[config.mk]
export PLATFORM = sky130hd
export DESIGN_NAME = arth_arbiter
export DESIGN_NICKNAME = d
export VERILOG_FILES = /design/src/rtl/arth_pkg.sv /design/src/rtl/arth_top.sv /design/src/rtl/arth_arbiter.sv
export SDC_FILE = /design/constraint.sdc
export NUM_CORES = 1
export LEC_CHECK = 0
export ABC_AREA = 1
export BUFFER_PORTS_ARGS = -buffer_cell sky130_fd_sc_hd__buf_4
export CORE_MARGIN = 10
export CORE_UTILIZATION = 45
export DETAILED_ROUTE_END_ITERATION = 10
export PLACE_DENSITY_LB_ADDON = 0.3
export SKIP_LAST_GASP = 1
export SYNTH_ARGS = -nofsm -noshare
export SYNTH_HDL_FRONTEND = slang
export SYNTH_HIERARCHICAL = 1
export SYNTH_SLANG_ARGS = --single-unit
[constraint.sdc]
create_clock -name clk -period 36.5 [get_ports clk]
set_clock_uncertainty 0.15 [all_clocks]
set_input_delay 9.125 -clock clk [delete_from_list [all_inputs] [get_ports clk]]
set_output_delay 9.125 -clock clk [all_outputs]
set_load 0.05 [all_outputs]
[src/rtl/arth_pkg.sv]
// Shared types and constants for the two-requester arithmetic arbiter.
package arth_pkg;

    localparam int OPW  = 5;  // operand width (signed)
    localparam int RESW = 9;  // result width (signed)

    // Arbiter control states.
    typedef enum logic [1:0] {
        ST_IDLE = 2'd0,
        ST_EXEC = 2'd1,
        ST_RESP = 2'd2
    } arth_state_e;

    // Decoded opcode values (only bits [1:0] of the 3-bit opcode carry meaning).
    localparam logic [1:0] OP_ADD = 2'd0;
    localparam logic [1:0] OP_SUB = 2'd1;
    localparam logic [1:0] OP_MUL = 2'd2;
    localparam logic [1:0] OP_DIV = 2'd3;

    // Observation bundle: FSM state plus the latched request context.
    typedef struct packed {
        arth_state_e state;
        logic [2:0]  opcode;
        logic        id;
        logic        last_grant;
    } arth_dbg_t;

endpackage

[src/rtl/arth_top.sv]
// Raw signed arithmetic unit. Produces a 10-bit result so the single
// out-of-range product (-16 * -16 = 256) stays visible to the caller.
// The divisor arrives pre-sanitised so division never sees zero.
module arth_top
    import arth_pkg::*;
(
    input  logic signed [OPW-1:0]  a,
    input  logic signed [OPW-1:0]  b,
    input  logic signed [OPW-1:0]  div_b,
    input  logic        [1:0]      op,
    output logic signed [RESW:0]   result
);

    logic signed [RESW:0] ax;
    logic signed [RESW:0] bx;
    logic signed [RESW:0] dx;

    assign ax = {{(RESW + 1 - OPW){a[OPW-1]}}, a};
    assign bx = {{(RESW + 1 - OPW){b[OPW-1]}}, b};
    assign dx = {{(RESW + 1 - OPW){div_b[OPW-1]}}, div_b};

    // Select the arithmetic operation; SV signed division truncates toward zero.
    always_comb begin
        result = '0;
        case (op)
            OP_ADD:  result = ax + bx;
            OP_SUB:  result = ax - bx;
            OP_MUL:  result = ax * bx;
            default: result = ax / dx;
        endcase
    end

endmodule

[src/rtl/arth_arbiter.sv]
// Two-requester arbiter in front of a shared arithmetic unit.
// Handshakes: a transfer happens on a rising edge where valid && ready are
// both high; reqN_ready is only ever high in IDLE for the granted requester,
// and rsp_* hold steady from rsp_valid rising until rsp_valid && rsp_ready.
module arth_arbiter
    import arth_pkg::*;
#(
    parameter bit RR_EN = 1'b1
) (
    input  logic                   clk,
    input  logic                   rst_n,
    input  logic                   req0_valid,
    output logic                   req0_ready,
    input  logic signed [OPW-1:0]  req0_in1,
    input  logic signed [OPW-1:0]  req0_in2,
    input  logic        [2:0]      req0_opcode,
    input  logic                   req1_valid,
    output logic                   req1_ready,
    input  logic signed [OPW-1:0]  req1_in1,
    input  logic signed [OPW-1:0]  req1_in2,
    input  logic        [2:0]      req1_opcode,
    output logic                   rsp_valid,
    input  logic                   rsp_ready,
    output logic                   rsp_id,
    output logic signed [RESW-1:0] rsp_data,
    output logic                   rsp_err,
    output logic                   busy,
    output arth_dbg_t              dbg
);

    arth_state_e           state;
    arth_state_e           state_nxt;
    logic signed [OPW-1:0] op_a;
    logic signed [OPW-1:0] op_b;
    logic        [2:0]     op_code;
    logic                  op_id;
    logic                  last_grant;
    logic                  grant_id;
    logic                  accept;
    logic signed [OPW-1:0] div_b;
    logic signed [RESW:0]  raw;
    logic signed [RESW-1:0] res_data;
    logic                  res_err;

    // Pick the winner among pending requesters; round-robin favours the one not served last.
    always_comb begin
        grant_id = 1'b0;
        if (req0_valid && req1_valid) begin
            grant_id = RR_EN ? ~last_grant : 1'b0;
        end else if (req1_valid) begin
            grant_id = 1'b1;
        end
    end

    // Readiness is gated by reset so nothing is offered while rst_n is low.
    assign accept     = rst_n && (state == ST_IDLE) && (req0_valid || req1_valid);
    assign req0_ready = accept && !grant_id;
    assign req1_ready = accept && grant_id;

    // Next-state logic.
    always_comb begin
        state_nxt = state;
        case (state)
            ST_IDLE: if (accept)    state_nxt = ST_EXEC;
            ST_EXEC:                state_nxt = ST_RESP;
            ST_RESP: if (rsp_ready) state_nxt = ST_IDLE;
            default:                state_nxt = ST_IDLE;
        endcase
    end

    // State register.
    always_ff @(posedge clk or negedge rst_n) begin
        if (!rst_n) state <= ST_IDLE;
        else        state <= state_nxt;
    end

    // Latch the granted operation so later input changes cannot disturb it.
    always_ff @(posedge clk or negedge rst_n) begin
        if (!rst_n) begin
            op_a       <= '0;
            op_b       <= '0;
            op_code    <= '0;
            op_id      <= 1'b0;
            last_grant <= 1'b1;
        end else if (accept) begin
            op_a       <= grant_id ? req1_in1    : req0_in1;
            op_b       <= grant_id ? req1_in2    : req0_in2;
            op_code    <= grant_id ? req1_opcode : req0_opcode;
            op_id      <= grant_id;
            last_grant <= grant_id;
        end
    end

    // A zero divisor is swapped for 1 so the unit never divides by zero; the result is overridden below.
    assign div_b = (op_b == '0) ? OPW'(1) : op_b;

    arth_top u_arth_top (
        .a      (op_a),
        .b      (op_b),
        .div_b  (div_b),
        .op     (op_code[1:0]),
        .result (raw)
    );

    // Apply the divide-by-zero and product-overflow corrections.
    always_comb begin
        res_data = raw[RESW-1:0];
        res_err  = 1'b0;
        if (op_code[1:0] == OP_DIV && op_b == '0) begin
            res_data = '0;
            res_err  = 1'b1;
        end else if (op_code[1:0] == OP_MUL && raw > (RESW + 1)'(255)) begin
            res_data = RESW'(255);
            res_err  = 1'b1;
        end
    end

    // Capture the result at the end of the single EXEC cycle.
    always_ff @(posedge clk or negedge rst_n) begin
        if (!rst_n) begin
            rsp_data <= '0;
            rsp_err  <= 1'b0;
        end else if (state == ST_EXEC) begin
            rsp_data <= res_data;
            rsp_err  <= res_err;
        end
    end

    assign rsp_valid = (state == ST_RESP);
    assign rsp_id    = op_id;
    assign busy      = (state != ST_IDLE);

    assign dbg.state      = state;
    assign dbg.opcode     = op_code;
    assign dbg.id         = op_id;
    assign dbg.last_grant = last_grant;

endmodule

==> flow_metrics.py, run 1 <==
metrics = {
    "yosys": {
        "ys.warnings.count": 6,
        "synth.ff_latch_count": 27,
        "synth_top_cell_area_share_pct": 18.4,
        "synth_top_cells_by_area": "sky130_fd_sc_hd__ha_1 18%, sky130_fd_sc_hd__nand2_1 17%, sky130_fd_sc_hd__dfrtp_1 11%",
        "synthesis.instances": 867,
        "syn-mean-instance-area_um2": 6.57,
        "post_synth_top_flop": "sky130_fd_sc_hd__dfrtp_1",
        "netlist_area_um2": 5700,
        "synthDominantAreaCellType": "sky130_fd_sc_hd__ha_1",
        "yosysSeqAreaShare_pct": 11.9,
        "synth.distinct_cells": 51,
        "synth-edff-count": 0,
        "yosys.cell_count.top_type": "sky130_fd_sc_hd__nand2_1",
        "postSynth.asyncResetShare_pct": 100,
        "netlist_top_cells_count": "260 x sky130_fd_sc_hd__nand2_1, 134 x sky130_fd_sc_hd__inv_1, 84 x sky130_fd_sc_hd__ha_1",
    },
    "place": {
        "finalWeightedCongestion": 0.849,
        "buffer_ports.inserted": 52,
        "dp.cells": 1092,
        "post-dp-hpwl_um": 10700,
        "place_worst_setup_slack_ps": 17040,
    },
    "timing": {
        "rsz_0062_raised_after_global_routing": "false",
        "final-setup-viol-count": 0,
        "final_period_minus_worst_setup_slack_ps": 19440,
        "maxSlewViolCount": 0,
        "setup_ws_ps": 17060,
        "timing.fmax_mhz": 51.4,
        "worst_pin_slew_ps": 634,
        "timing.final.crit_share_pct": 53.3,
        "hold_viol_final": 0,
        "relSlewSlack_pct": 57.7,
        "setup_tns_ps": 0,
    },
    "setup_path": {
        "ordered_list_of_cells_on_the_worst_path": "buf_4 > inv_1 > nor2_2 > nand2_4 > nor2_1 > buf_4",
        "cpMostUsedCell": "sky130_fd_sc_hd__buf_4",
        "crit_arrival_ps": 10170,
        "crit_path_max_fanout": 28,
        "end_kind": "primary output",
        "worst_path_max_delay_cell": "sky130_fd_sc_hd__buf_4",
        "critical_path.max_stage_delay_ps": 310,
        "crit_family": "buffers and inverters",
        "timing.critical_path.from_type": "input pin",
        "worstPathBufferInverterCount": 3,
        "critPathRequiredTime_ps": 27230,
        "worstSetupPathType": "in2out",
    },
    "final_layout": {
        "num_antenna_cells": 0,
        "final_core_util_pct": 50.6,
        "area_growth_syn_to_layout_pct": 11.2,
        "final_net_count": 1059,
        "post_route_cells_drive_above_1_share_pct": 15.8,
        "layout.cells.non_filler": 1096,
    },
    "cts": {
        "postCtsSetupBuffers": 0,
        "cts_hold_buf": 0,
        "ctsHtreeMaxLevel": 1,
        "cts_sinks": 27,
        "clk_pin_slew_ps": 60,
        "max-clock-path-buffers": 2,
        "post_cts_resized": 0,
        "cts_tree": "built",
        "clock_latency_ps": 250,
        "cts_buffers": 3,
        "root_buffer": "sky130_fd_sc_hd__clkbuf_16",
    },
    "global_route": {
        "global_route_wire_length_before_repair_um": 22200,
        "grt_max_degree": 29,
        "grt_pass1_vias": 4961,
        "global_route.usage.total_pct": 14.3,
        "grt_remaining_overflow": 0,
        "antenna_found_initial": 0,
    },
    "run_status": {
        "run_status": "complete, no violations",
    },
    "die": {
        "fp.dieArea_um2": 17600,
        "floorplan.rows": 41,
        "chipWidth_um": 133,
        "design.portCount": 53,
        "die_height_um": 133,
        "start_util_pct": 45.5,
        "core_area_um2": 12500,
    },
    "detailed_routing": {
        "drt-pass1-iter-count": 4,
        "num_vias": 5238,
        "detail_route.iter0.violations": 253,
        "antenna_violating_nets_post_route": 0,
        "wirelength_um": 12700,
        "post_drt_via_cell_ratio": 4.78,
        "post-route-drc-count": 0,
        "route.detailed.wl_per_inst_um": 11.6,
    },
    "job": {
        "max_cap_viol_count": 0,
    },
    "hold_path": {
        "hold_path.class": "reg2reg",
    },
}
## cell families after synthesis
logic type,Yosys count,share of synthesized area (%)
flip-flops,27,11.9
XOR/XNOR,34,5.36
buffers and inverters,166,11.9
AND/OR/NAND/NOR,418,32.8
adder cells (fa/ha/maj),103,25.1
AO/OA/AOI/OAI,117,12.9
other,2,0.132
## path summary, 6_finish.rpt
check	from	end	slack, ps	cells after the start
max in group asynchronous	rst_n	last_grant	27270	1
min in group asynchronous	rst_n	rsp_data[1]	8620	1
worst min-delay path	rsp_data[3]	rsp_data[3]	330	2
worst max register to register	op_b[4]	rsp_data[2]	20340	115
worst max-delay path	rst_n	req1_ready	17060	6
worst min register to register	rsp_data[3]	rsp_data[3]	330	2
## sequential cells by signal, indices dropped and copies added, names as in the netlist
name	cells
rsp_data	9
op_a	5
op_b	5
op_code	3
state	2
last_grant	1
rsp_err	1
rsp_id	1
## final cells by class
cell class	count	area, µm²
Fill cell	1345	6180
Inverter	149	562
Tap cell	172	215
Multi-Input combinational cell	692	4410
Sequential cell	27	677
Clock buffer	4	78.8
Timing Repair Buffer	52	390
## layout by cell type (no fill, tap or decap), types with 20 or more instances in the layout
cell                      count
sky130_fd_sc_hd__nand3_1     35
sky130_fd_sc_hd__dfrtp_1     26
sky130_fd_sc_hd__a21oi_1     33
sky130_fd_sc_hd__nor2_1      51
sky130_fd_sc_hd__ha_1        84
sky130_fd_sc_hd__o21ai_0     31
sky130_fd_sc_hd__conb_1      20
sky130_fd_sc_hd__buf_4       52
sky130_fd_sc_hd__nand2_1    260
sky130_fd_sc_hd__inv_1      134
## worst register-to-register path: cells and delay by family, from the launching register on
| family | cells | cell delay, ps |
|---|---|---|
| flip-flops | 1 | 750 |
| adder cells (fa/ha/maj) | 10 | 2460 |
| AO/OA/AOI/OAI | 19 | 2840 |
| AND/OR/NAND/NOR | 64 | 7040 |
| XOR/XNOR | 1 | 480 |
| buffers and inverters | 21 | 2400 |
## metrics by stage
step           area [µm²]  hold slack (ps)
6_report             6330              334
5_1_grt              6330              375
2_1_floorplan        5760              324
4_1_cts              6330              338
3_3_place_gp         6260              317
3_5_place_dp         6260              321
## layer usage
| layer | track usage [%] | vias up | part of all wire [%] |
|---|---|---|---|
| met5 | 0 | - | 0 |
| met4 | 0.733 | 0 | 0.19 |
| met3 | 1.51 | 2 | 2.7 |
| met2 | 25.8 | 51 | 49 |
| met1 | 18.6 | 2346 | 48 |
| li1 | - | 2839 | - |
Power of run 1 is left out: the tool's default activity adds up to more than one toggle a clock period on the data nets, which glitch-free logic cannot reach.
==> run 2, diff against run 1 <==
==> constraint.sdc (replaced) <==
create_clock -name clk -period 19.83 [get_ports clk]
set_clock_uncertainty 0.15 [all_clocks]
set_input_delay 4.9575 -clock clk [delete_from_list [all_inputs] [get_ports clk]]
set_output_delay 4.9575 -clock clk [all_outputs]
set_load 0.05 [all_outputs]
==> run 2 against run 1 <==
Net effect:
- sequential share of layout area stayed put
- register-to-register slack worse by 16000 ps
- count of clock-buffer cells in the layout stayed put
- first-iteration DRC count is 18% lower
- hold slack better by 1.2 ps
- wire length is 1.9% higher
- critical path type is now reg2reg
- highest routed layer unchanged
==> flow_metrics.py, run 2 (synthesized netlist as in run 1, its figures left out) <==
metrics = {
    "cts": {
        "cts_hold_buf": 0,
        "postCtsSetupBuffers": 0,
        "max-clock-path-buffers": 2,
        "clock_latency_ps": 260,
        "cts_buffers": 3,
        "root_buffer": "sky130_fd_sc_hd__clkbuf_16",
        "cts_tree": "built",
        "ctsHtreeMaxLevel": 1,
        "post_cts_resized": 0,
        "cts_sinks": 27,
        "clk_pin_slew_ps": 60,
    },
    "timing": {
        "worst_pin_slew_ps": 648,
        "maxSlewViolCount": 0,
        "setup_tns_ps": 0,
        "timing.final.crit_share_pct": 80.3,
        "final-setup-viol-count": 0,
        "timing.fmax_mhz": 62.8,
        "setup_ws_ps": 3910,
        "relSlewSlack_pct": 56.8,
        "rsz_0062_raised_after_global_routing": "false",
        "final_period_minus_worst_setup_slack_ps": 15920,
        "hold_viol_final": 0,
    },
    "setup_path": {
        "crit_path_max_fanout": 14,
        "critical_path.max_stage_delay_ps": 760,
        "crit_family": "simple AND/OR/NAND/NOR gates",
        "worstPathBufferInverterCount": 23,
        "end_kind": "flop",
        "crit_arrival_ps": 15970,
        "worstSetupPathType": "reg2reg",
        "critPathRequiredTime_ps": 19880,
        "timing.critical_path.from_type": "flop",
        "worst_path_max_delay_cell": "sky130_fd_sc_hd__dfrtp_1",
        "cpMostUsedCell": "sky130_fd_sc_hd__nand2_1",
    },
    "place": {
        "post-dp-hpwl_um": 10800,
        "buffer_ports.inserted": 52,
        "finalWeightedCongestion": 0.877,
        "place_worst_setup_slack_ps": 3870,
    },
    "detailed_routing": {
        "num_vias": 5223,
        "drt-pass1-iter-count": 4,
        "post_drt_via_cell_ratio": 4.77,
        "antenna_violating_nets_post_route": 0,
        "wirelength_um": 13000,
        "post-route-drc-count": 0,
        "route.detailed.wl_per_inst_um": 11.8,
        "detail_route.iter0.violations": 208,
    },
    "hold_path": {
        "hold_path.class": "reg2reg",
    },
    "final_layout": {
        "most-common-layout-cells": "260 x sky130_fd_sc_hd__nand2_1, 134 x sky130_fd_sc_hd__inv_1, 84 x sky130_fd_sc_hd__ha_1",
        "post_route_cells_drive_above_1_share_pct": 15.8,
        "final_common_cell": "sky130_fd_sc_hd__nand2_1",
        "area_growth_syn_to_layout_pct": 11.2,
        "final_net_count": 1059,
        "num_antenna_cells": 0,
        "top_register": "rsp_data",
        "leading_registers_by_flop_count": "rsp_data (9), op_a (5), op_b (5)",
        "largest_reg_flops": 9,
    },
    "die": {
        "design.portCount": 53,
        "start_util_pct": 45.5,
        "chipWidth_um": 133,
        "die_height_um": 133,
        "floorplan.rows": 41,
        "core_area_um2": 12500,
        "fp.dieArea_um2": 17600,
    },
    "global_route": {
        "global_route_wire_length_before_repair_um": 22400,
        "global_route.usage.total_pct": 14.5,
        "grt_remaining_overflow": 0,
        "grt_pass1_vias": 4956,
        "grt_max_degree": 29,
        "antenna_found_initial": 0,
    },
    "job": {
        "max_cap_viol_count": 0,
    },
    "run_status": {
        "run_status": "complete, no violations",
    },
}
-- run 2: cell counts in the layout (fill, tap and decap cells not counted) --
No cell type changed its count.
-- run 2: worst reg2reg max path, delay by kind of cell, from the launching register on --
kind / cells / cell delay, ps
simple gates: 68 / 7120
buf+inv: 23 / 2670
fa+ha+maj: 10 / 2440
compound gates: 16 / 2260
flops: 1 / 760
xor+xnor: 1 / 510
-- run 2: cell type report --
class                      count  area, µm²
tap                          172        215
multi-input combinational    692       4410
sequential                    27        677
inverter                     149        562
fill                        1298       6180
clock buffer                   4       78.8
timing repair buffer          52        390
-- run 2: metrics by stage --
stage,area [µm²],hold WS [ps],utilization (%),cells
final,6330,335,50.6,1096
after global routing,6330,366,50.6,1096
after CTS,6330,336,50.6,1096
after detailed placement,6260,321,50.0,1092
after global placement,6260,319,50.0,1092
after floorplan,5760,324,-,885
-- run 2: final timing paths --
kind                                   from          end  slack (ps)  depth (start not counted)
worst max-delay path                op_b[4]  rsp_data[6]        3910                        118
worst min-delay path            rsp_data[3]  rsp_data[3]         330                          2
worst max register to register      op_b[4]  rsp_data[6]        3910                        118
worst min register to register  rsp_data[3]  rsp_data[3]         330                          2
max in group asynchronous             rst_n   last_grant       14760                          1
min in group asynchronous             rst_n      rsp_err        4450                          1
-- run 2: routing by layer --
layer	up-vias	track usage [%]	wire, µm
met2	63	26.5	6370
met4	0	0.978	67
li1	2829	-	-
met5	-	0	0
met3	6	1.63	449
met1	2325	18.7	6100
Power of run 2 is left out for the same reason.
